--- config.mk ---
export PLATFORM = sky130hd
export DESIGN_NAME = clock_monitor
export DESIGN_NICKNAME = d
export VERILOG_FILES = /design/src/rtl/clock_monitor_pkg.sv /design/src/rtl/sync_edge_detect.sv /design/src/rtl/clock_monitor.sv
export SDC_FILE = /design/constraint.sdc
export NUM_CORES = 1
export LEC_CHECK = 0
export CELL_PAD_IN_SITES_DETAIL_PLACEMENT = 0
export CELL_PAD_IN_SITES_GLOBAL_PLACEMENT = 1
export CORE_MARGIN = 1.5
export CORE_UTILIZATION = 38
export DETAILED_ROUTE_END_ITERATION = 10
export PLACE_DENSITY = 0.8
export SETUP_SLACK_MARGIN = 0.5
export SYNTH_ARGS = -nofsm -noshare
export SYNTH_HDL_FRONTEND = slang
export SYNTH_HIERARCHICAL = 1
export SYNTH_SLANG_ARGS = --single-unit
--- constraint.sdc ---
create_clock -name clk_in -period 5.7 [get_ports clk_in]
set_input_delay 1.14 -clock clk_in [delete_from_list [all_inputs] [get_ports clk_in]]
set_output_delay 1.14 -clock clk_in [all_outputs]
set_load 0.01 [all_outputs]
--- src/rtl/clock_monitor_pkg.sv ---
// clock_monitor_pkg: shared FSM state type and default parameter values
// for the clock_monitor block and its synchronizer sub-module.
package clock_monitor_pkg;

  typedef enum logic [1:0] {
    IDLE    = 2'd0,
    MEASURE = 2'd1,
    LOCKED  = 2'd2,
    LOST    = 2'd3
  } mon_state_t;

  localparam int DEF_SYNC_STAGES = 2;
  localparam int DEF_CNT_W       = 16;
  localparam int DEF_EXP_PERIOD  = 12;
  localparam int DEF_TOL         = 1;
  localparam int DEF_LOCK_COUNT  = 4;
  localparam int DEF_TIMEOUT     = 64;

endpackage

--- src/rtl/sync_edge_detect.sv ---
// sync_edge_detect: brings the asynchronous clk_mon into the clk_in domain
// through a SYNC_STAGES-deep flop chain and emits a registered one-cycle
// pulse on every 0->1 transition of the last stage. The pulse appears a
// fixed SYNC_STAGES+1 clk_in cycles after clk_mon is first sampled high.
module sync_edge_detect #(
  parameter int SYNC_STAGES = 2
) (
  input  logic clk_in,
  input  logic rst,
  input  logic clk_mon,
  output logic rise
);

  // Fewer than two stages would not give metastability protection.
  localparam int STAGES = (SYNC_STAGES < 2) ? 2 : SYNC_STAGES;

  logic [STAGES-1:0] sync_q;
  logic              last_q;

  // Shift clk_mon through the chain and register the rising-edge pulse
  always_ff @(posedge clk_in or posedge rst) begin
    if (rst) begin
      sync_q <= '0;
      last_q <= 1'b0;
      rise   <= 1'b0;
    end else begin
      sync_q <= {sync_q[STAGES-2:0], clk_mon};
      last_q <= sync_q[STAGES-1];
      rise   <= sync_q[STAGES-1] & ~last_q;
    end
  end

endmodule

--- src/rtl/clock_monitor.sv ---
// clock_monitor: measures the period of clk_mon in clk_in cycles, declares
// lock after LOCK_COUNT consecutive in-tolerance periods and declares loss
// after TIMEOUT cycles without a clk_mon rising edge.
// Optional feature macro: CLOCK_MONITOR_STICKY_ERR_EN adds err_clr/err_sticky,
// a sticky flag for any out-of-tolerance period or entry to LOST.
module clock_monitor
  import clock_monitor_pkg::*;
#(
  parameter int SYNC_STAGES = DEF_SYNC_STAGES,
  parameter int CNT_W       = DEF_CNT_W,
  parameter int EXP_PERIOD  = DEF_EXP_PERIOD,
  parameter int TOL         = DEF_TOL,
  parameter int LOCK_COUNT  = DEF_LOCK_COUNT,
  parameter int TIMEOUT     = DEF_TIMEOUT
) (
  input  logic             clk_in,
  input  logic             rst,
  input  logic             clk_mon,
`ifdef CLOCK_MONITOR_STICKY_ERR_EN
  input  logic             err_clr,
  output logic             err_sticky,
`endif
  output logic [CNT_W-1:0] period,
  output logic             period_valid,
  output logic             locked,
  output logic             clk_lost
);

  localparam int GOOD_W = (LOCK_COUNT < 2) ? 1 : $clog2(LOCK_COUNT + 1);
  // Comparisons run in a width wide enough for both cnt and any int bound,
  // so nothing wraps when cnt is below EXP_PERIOD or TOL exceeds EXP_PERIOD.
  localparam int EXT_W  = CNT_W + 32;
  localparam int TOL_LO = (EXP_PERIOD > TOL) ? (EXP_PERIOD - TOL) : 0;
  localparam int TOL_HI = EXP_PERIOD + TOL;

  mon_state_t        state;
  logic [CNT_W-1:0]  cnt;
  logic [GOOD_W-1:0] good_cnt;
  logic              rise;
  logic [EXT_W-1:0]  cnt_ext;
  logic              in_tol;
  logic              at_timeout;

  sync_edge_detect #(
    .SYNC_STAGES (SYNC_STAGES)
  ) u_sync_edge_detect (
    .clk_in  (clk_in),
    .rst     (rst),
    .clk_mon (clk_mon),
    .rise    (rise)
  );

  // Judge the running count against the tolerance window and the timeout
  always_comb begin
    cnt_ext    = EXT_W'(cnt);
    in_tol     = (cnt_ext >= EXT_W'(TOL_LO)) && (cnt_ext <= EXT_W'(TOL_HI));
    at_timeout = (cnt_ext == EXT_W'(TIMEOUT));
  end

  // Period counter and lock/loss FSM; an edge always takes priority over a timeout
  always_ff @(posedge clk_in or posedge rst) begin
    if (rst) begin
      state        <= IDLE;
      cnt          <= '0;
      good_cnt     <= '0;
      period       <= '0;
      period_valid <= 1'b0;
      locked       <= 1'b0;
      clk_lost     <= 1'b0;
    end else begin
      period_valid <= 1'b0;

      if (rise) begin
        cnt <= CNT_W'(1);
      end else if (cnt != '1) begin
        cnt <= cnt + CNT_W'(1);
      end

      case (state)
        IDLE: begin
          if (rise) begin
            state <= MEASURE;
          end else if (at_timeout) begin
            state    <= LOST;
            clk_lost <= 1'b1;
          end
        end

        MEASURE: begin
          if (rise) begin
            period       <= cnt;
            period_valid <= 1'b1;
            if (in_tol) begin
              good_cnt <= good_cnt + GOOD_W'(1);
              if (good_cnt == GOOD_W'(LOCK_COUNT - 1)) begin
                state  <= LOCKED;
                locked <= 1'b1;
              end
            end else begin
              good_cnt <= '0;
            end
          end else if (at_timeout) begin
            state    <= LOST;
            clk_lost <= 1'b1;
            good_cnt <= '0;
          end
        end

        LOCKED: begin
          if (rise) begin
            period       <= cnt;
            period_valid <= 1'b1;
            if (!in_tol) begin
              state    <= MEASURE;
              locked   <= 1'b0;
              good_cnt <= '0;
            end
          end else if (at_timeout) begin
            state    <= LOST;
            locked   <= 1'b0;
            clk_lost <= 1'b1;
            good_cnt <= '0;
          end
        end

        LOST: begin
          if (rise) begin
            state    <= MEASURE;
            clk_lost <= 1'b0;
          end
        end

        default: begin
          state <= IDLE;
        end
      endcase
    end
  end

`ifdef CLOCK_MONITOR_STICKY_ERR_EN
  logic err_set;

  // An error is a measured period outside the window or any entry to LOST
  always_comb begin
    err_set = 1'b0;
    if (rise && (state == MEASURE || state == LOCKED) && !in_tol) begin
      err_set = 1'b1;
    end
    if (!rise && at_timeout && state != LOST) begin
      err_set = 1'b1;
    end
  end

  // Hold the error flag until cleared; a new error beats a simultaneous clear
  always_ff @(posedge clk_in or posedge rst) begin
    if (rst) begin
      err_sticky <= 1'b0;
    end else if (err_set) begin
      err_sticky <= 1'b1;
    end else if (err_clr) begin
      err_sticky <= 1'b0;
    end
  end
`endif

endmodule

==> run_results.csv <==
group,metric,value,unit
floorplan,num_rows,27,
place,hpwlAfterDp,2600,um
synthesis,synth.cell_area,2150,um2
place,io_buffers,21,
layout,drive_gt1_share,17.1,%
worst_setup_path,critPathSlowestCell,"clkdlybuf4s50_1",
job,drv_cap,0,
floorplan,die_h,78.2,um
route,route.detailed.drc,0,
global_routing,antenna_found_initial,0,
worst_setup_path,critPathMaxFanout,3,
global_routing,grt_busiest_layer,"met1",
synthesis,synth_top_cell_by_area,"dfrtp_1",
sta,fmax,426,MHz
layout,areaGrowthSynthToFinish,18.1,%
worst_setup_path,cp-start-kind,"register",
clock_network,post_cts_resized,0,
synthesis,syn_area_per_cell,11.1,um2
synthesis,synth-seq-area-share,51.3,%
clock_network,clk_latency,0.30,ns
global_routing,grt_overflow_total,0,
synthesis,synth_area_leaders,"dfrtp_1 (51%), mux2_2 (8.4%), ha_1 (5.2%)",
global_routing,grt_first_pass_wirelength,6930,um
synthesis,ys.flop_type,"dfrtp_1",
sta,hold_viol_final,0,
sta,drv_slew,0,
synthesis,synth_cell_types,44,
synthesis,synth_fp_nets,205,
clock_network,tritoncts,"built",
synthesis,yosys_warnings,6,
worst_setup_path,crit_buf_inv,1,
layout,ff_latch_area,1100,um2
sta,tns,0,ns
clock_network,cts-root-buf,"clkbuf_8",
floorplan,die_width,78.2,um
route,ant_nets,0,
pwr,ir_drop,0.197,mV
global_routing,grt_use_met3,3.49,%
clock_network,clkSlewWorstSetupHoldPaths,0.08,ns
clock_network,cts_hold_buf,0,
route,via_count,1500,
synthesis,synth.top_cell.area_share,51.3,%
route,via_per_inst,5.19,
route,firstDrtPassIters,4,
clock_network,clock-sinks,44,
worst_setup_path,arrival,1.21,ns
pwr,clockPowerShare,33.2,%
worst_setup_path,cp.depth,1,
floorplan,pin_count,22,
min_path,hold_depth,0,
clock_network,htreeDepth,2,
synthesis,async_reset_ff_share,100,%
global_routing,grt.total_usage,14.6,%
worst_setup_path,cp.required,4.56,ns
pwr,switching_share,26.6,%
layout,fin_nets,228,
run_status,status,"finished, final reports clean",
pwr,p_leak,1.14,nW
worst_setup_path,r2r_cells,3,
sta,rsz0062_at_grt,"false",
pwr,p_per_area,297,nW/um2
clock_network,post_cts.repair.setup_buffers,0,
worst_setup_path,cp-end-kind,"primary output",
sta,fin_crit,2.35,ns
synthesis,ys_ff_latch,44,
layout,multi_input_area,955,um2
sta,skew,0.0118,ns
pwr,p_sw,0.200,mW
clock_network,cts_made_buffers,5,
global_routing,grtUsageMet1,21.2,%
clock_network,clockBufferDepth,2,
route,wl_per_cell,13.4,um
sta,finalSetupViolCount,0,
floorplan,core_area,5470,um2
sta,finalCritPeriodShare,41.2,%
worst_setup_path,critPathTopFamily,"buffers and inverters",
global_routing,grt_pass1_vias,1425,
layout,final_cell_mix,"dfrtp_1 (44), clkdlybuf4s50_1 (21), mux2_2 (16)",
place,place.gp.congestion,0.759,
layout,layout_commonest_cell,"dfrtp_1",
floorplan,start_util,39.3,%
route,drtIter0Drc,78,
worst_setup_path,slowest_delay,0.54,ns
sta,slew_headroom,39.1,%
sta,tightest_slew,0.912,ns
global_routing,met2_usage,20.9,%
synthesis,netlist_instances,193,
min_path,min_path_type,"register to register",
pwr,comb_power_share,16.7,%
floorplan,dieArea,6110,um2
layout,diodes,0,
sta,hold_ws,0.358,ns
pwr,seqPwrFrac,50.1,%
worst_setup_path,path_class,"register to primary output",
worst_setup_path,worstPathCellList,"clkdlybuf4s50_1",
layout,fillers,562,
layout,postLayoutCoreUtil,46.4,%
route,wl,3870,um
synthesis,synth_edf_count,0,
pwr,internal-power,0.552,mW
global_routing,grt_max_degree,41,
-- layer usage --
layer / part of all wire, % / wire (um) / vias to the layer above
met4: 1.9 / 75 / 0
met1: 52 / 2000 / 726
li1: - / - / 746
met2: 43 / 1640 / 21
met5: 0 / 0 / -
met3: 3.7 / 144 / 7
-- through the flow --
stage	cells	setup WS (ns)	total power, mW	area [um2]
2_1_floorplan	193	3.64	0.460	2150
4_1_cts	289	3.33	0.766	2540
3_5_place_dp	281	3.34	0.510	2420
5_1_grt	289	3.12	0.797	2540
3_3_place_gp	281	3.37	0.510	2420
6_report	289	3.35	0.753	2540
-- state kept, by name, summed over array words and instances, names as in the netlist --
| name | count |
|---|---|
| cnt | 16 |
| period | 16 |
| good_cnt | 3 |
| state | 2 |
| u_sync_edge_detect/sync_q | 2 |
| clk_lost | 1 |
| locked | 1 |
| period_valid | 1 |
| u_sync_edge_detect/last_q | 1 |
| u_sync_edge_detect/rise | 1 |
-- kinds of logic (layout without fill, tap and decap cells) --
kind of cell    Yosys count  count (layout)  synth area share, %
fa+ha+maj                 9               9                 5.24
compound gates           33              33                 10.3
flops                    44              44                 51.3
mux                      17              17                 8.85
xor+xnor                  7               7                 2.85
simple gates             63              63                 17.2
buf+inv                  20              44                 4.31
-- final timing paths --
path	from	end	slack [ns]
worst min-delay path	u_sync_edge_detect/sync_q[0]	u_sync_edge_detect/sync_q[1]	0.36
min in group asynchronous	rst	u_sync_edge_detect/sync_q[0]	1.05
worst max-delay path	clk_lost	clk_lost	3.35
worst max register to register	u_sync_edge_detect/rise	period[1]	3.37
max in group asynchronous	rst	cnt[0]	4.03
worst min register to register	u_sync_edge_detect/sync_q[0]	u_sync_edge_detect/sync_q[1]	0.36
-- cell type report --
class	count	share of cell area, %
Tap cell	72	3.55
Clock buffer	6	3.25
Sequential cell	44	43.4
Clock inverter	2	1.53
Timing Repair Buffer	22	8.58
Inverter	14	2.07
Multi-Input combinational cell	129	37.6
-- power by group through the flow --
| stage | combinational (mW) | sequential [mW] | clock [mW] |
|---|---|---|---|
| 2_1_floorplan | 0.0857 | 0.375 | 0 |
| 3_3_place_gp | 0.126 | 0.385 | 0 |
| 3_5_place_dp | 0.127 | 0.383 | 0 |
| 4_1_cts | 0.128 | 0.378 | 0.260 |
| 5_1_grt | 0.140 | 0.385 | 0.271 |
| 6_report | 0.126 | 0.377 | 0.250 |
-- Yosys cell counts, types with 3 or more instances --
cell and number:
inv_1 14, nand4_1 5, nor3_1 6, a31oi_1 10, ha_1 9, xnor2_1 3, o21ai_0 8, xor2_1 4
nor2_1 13, nand3_1 10, nand2_1 11, dfrtp_1 44, mux2_2 16
Power figures use the tool's default switching activity.
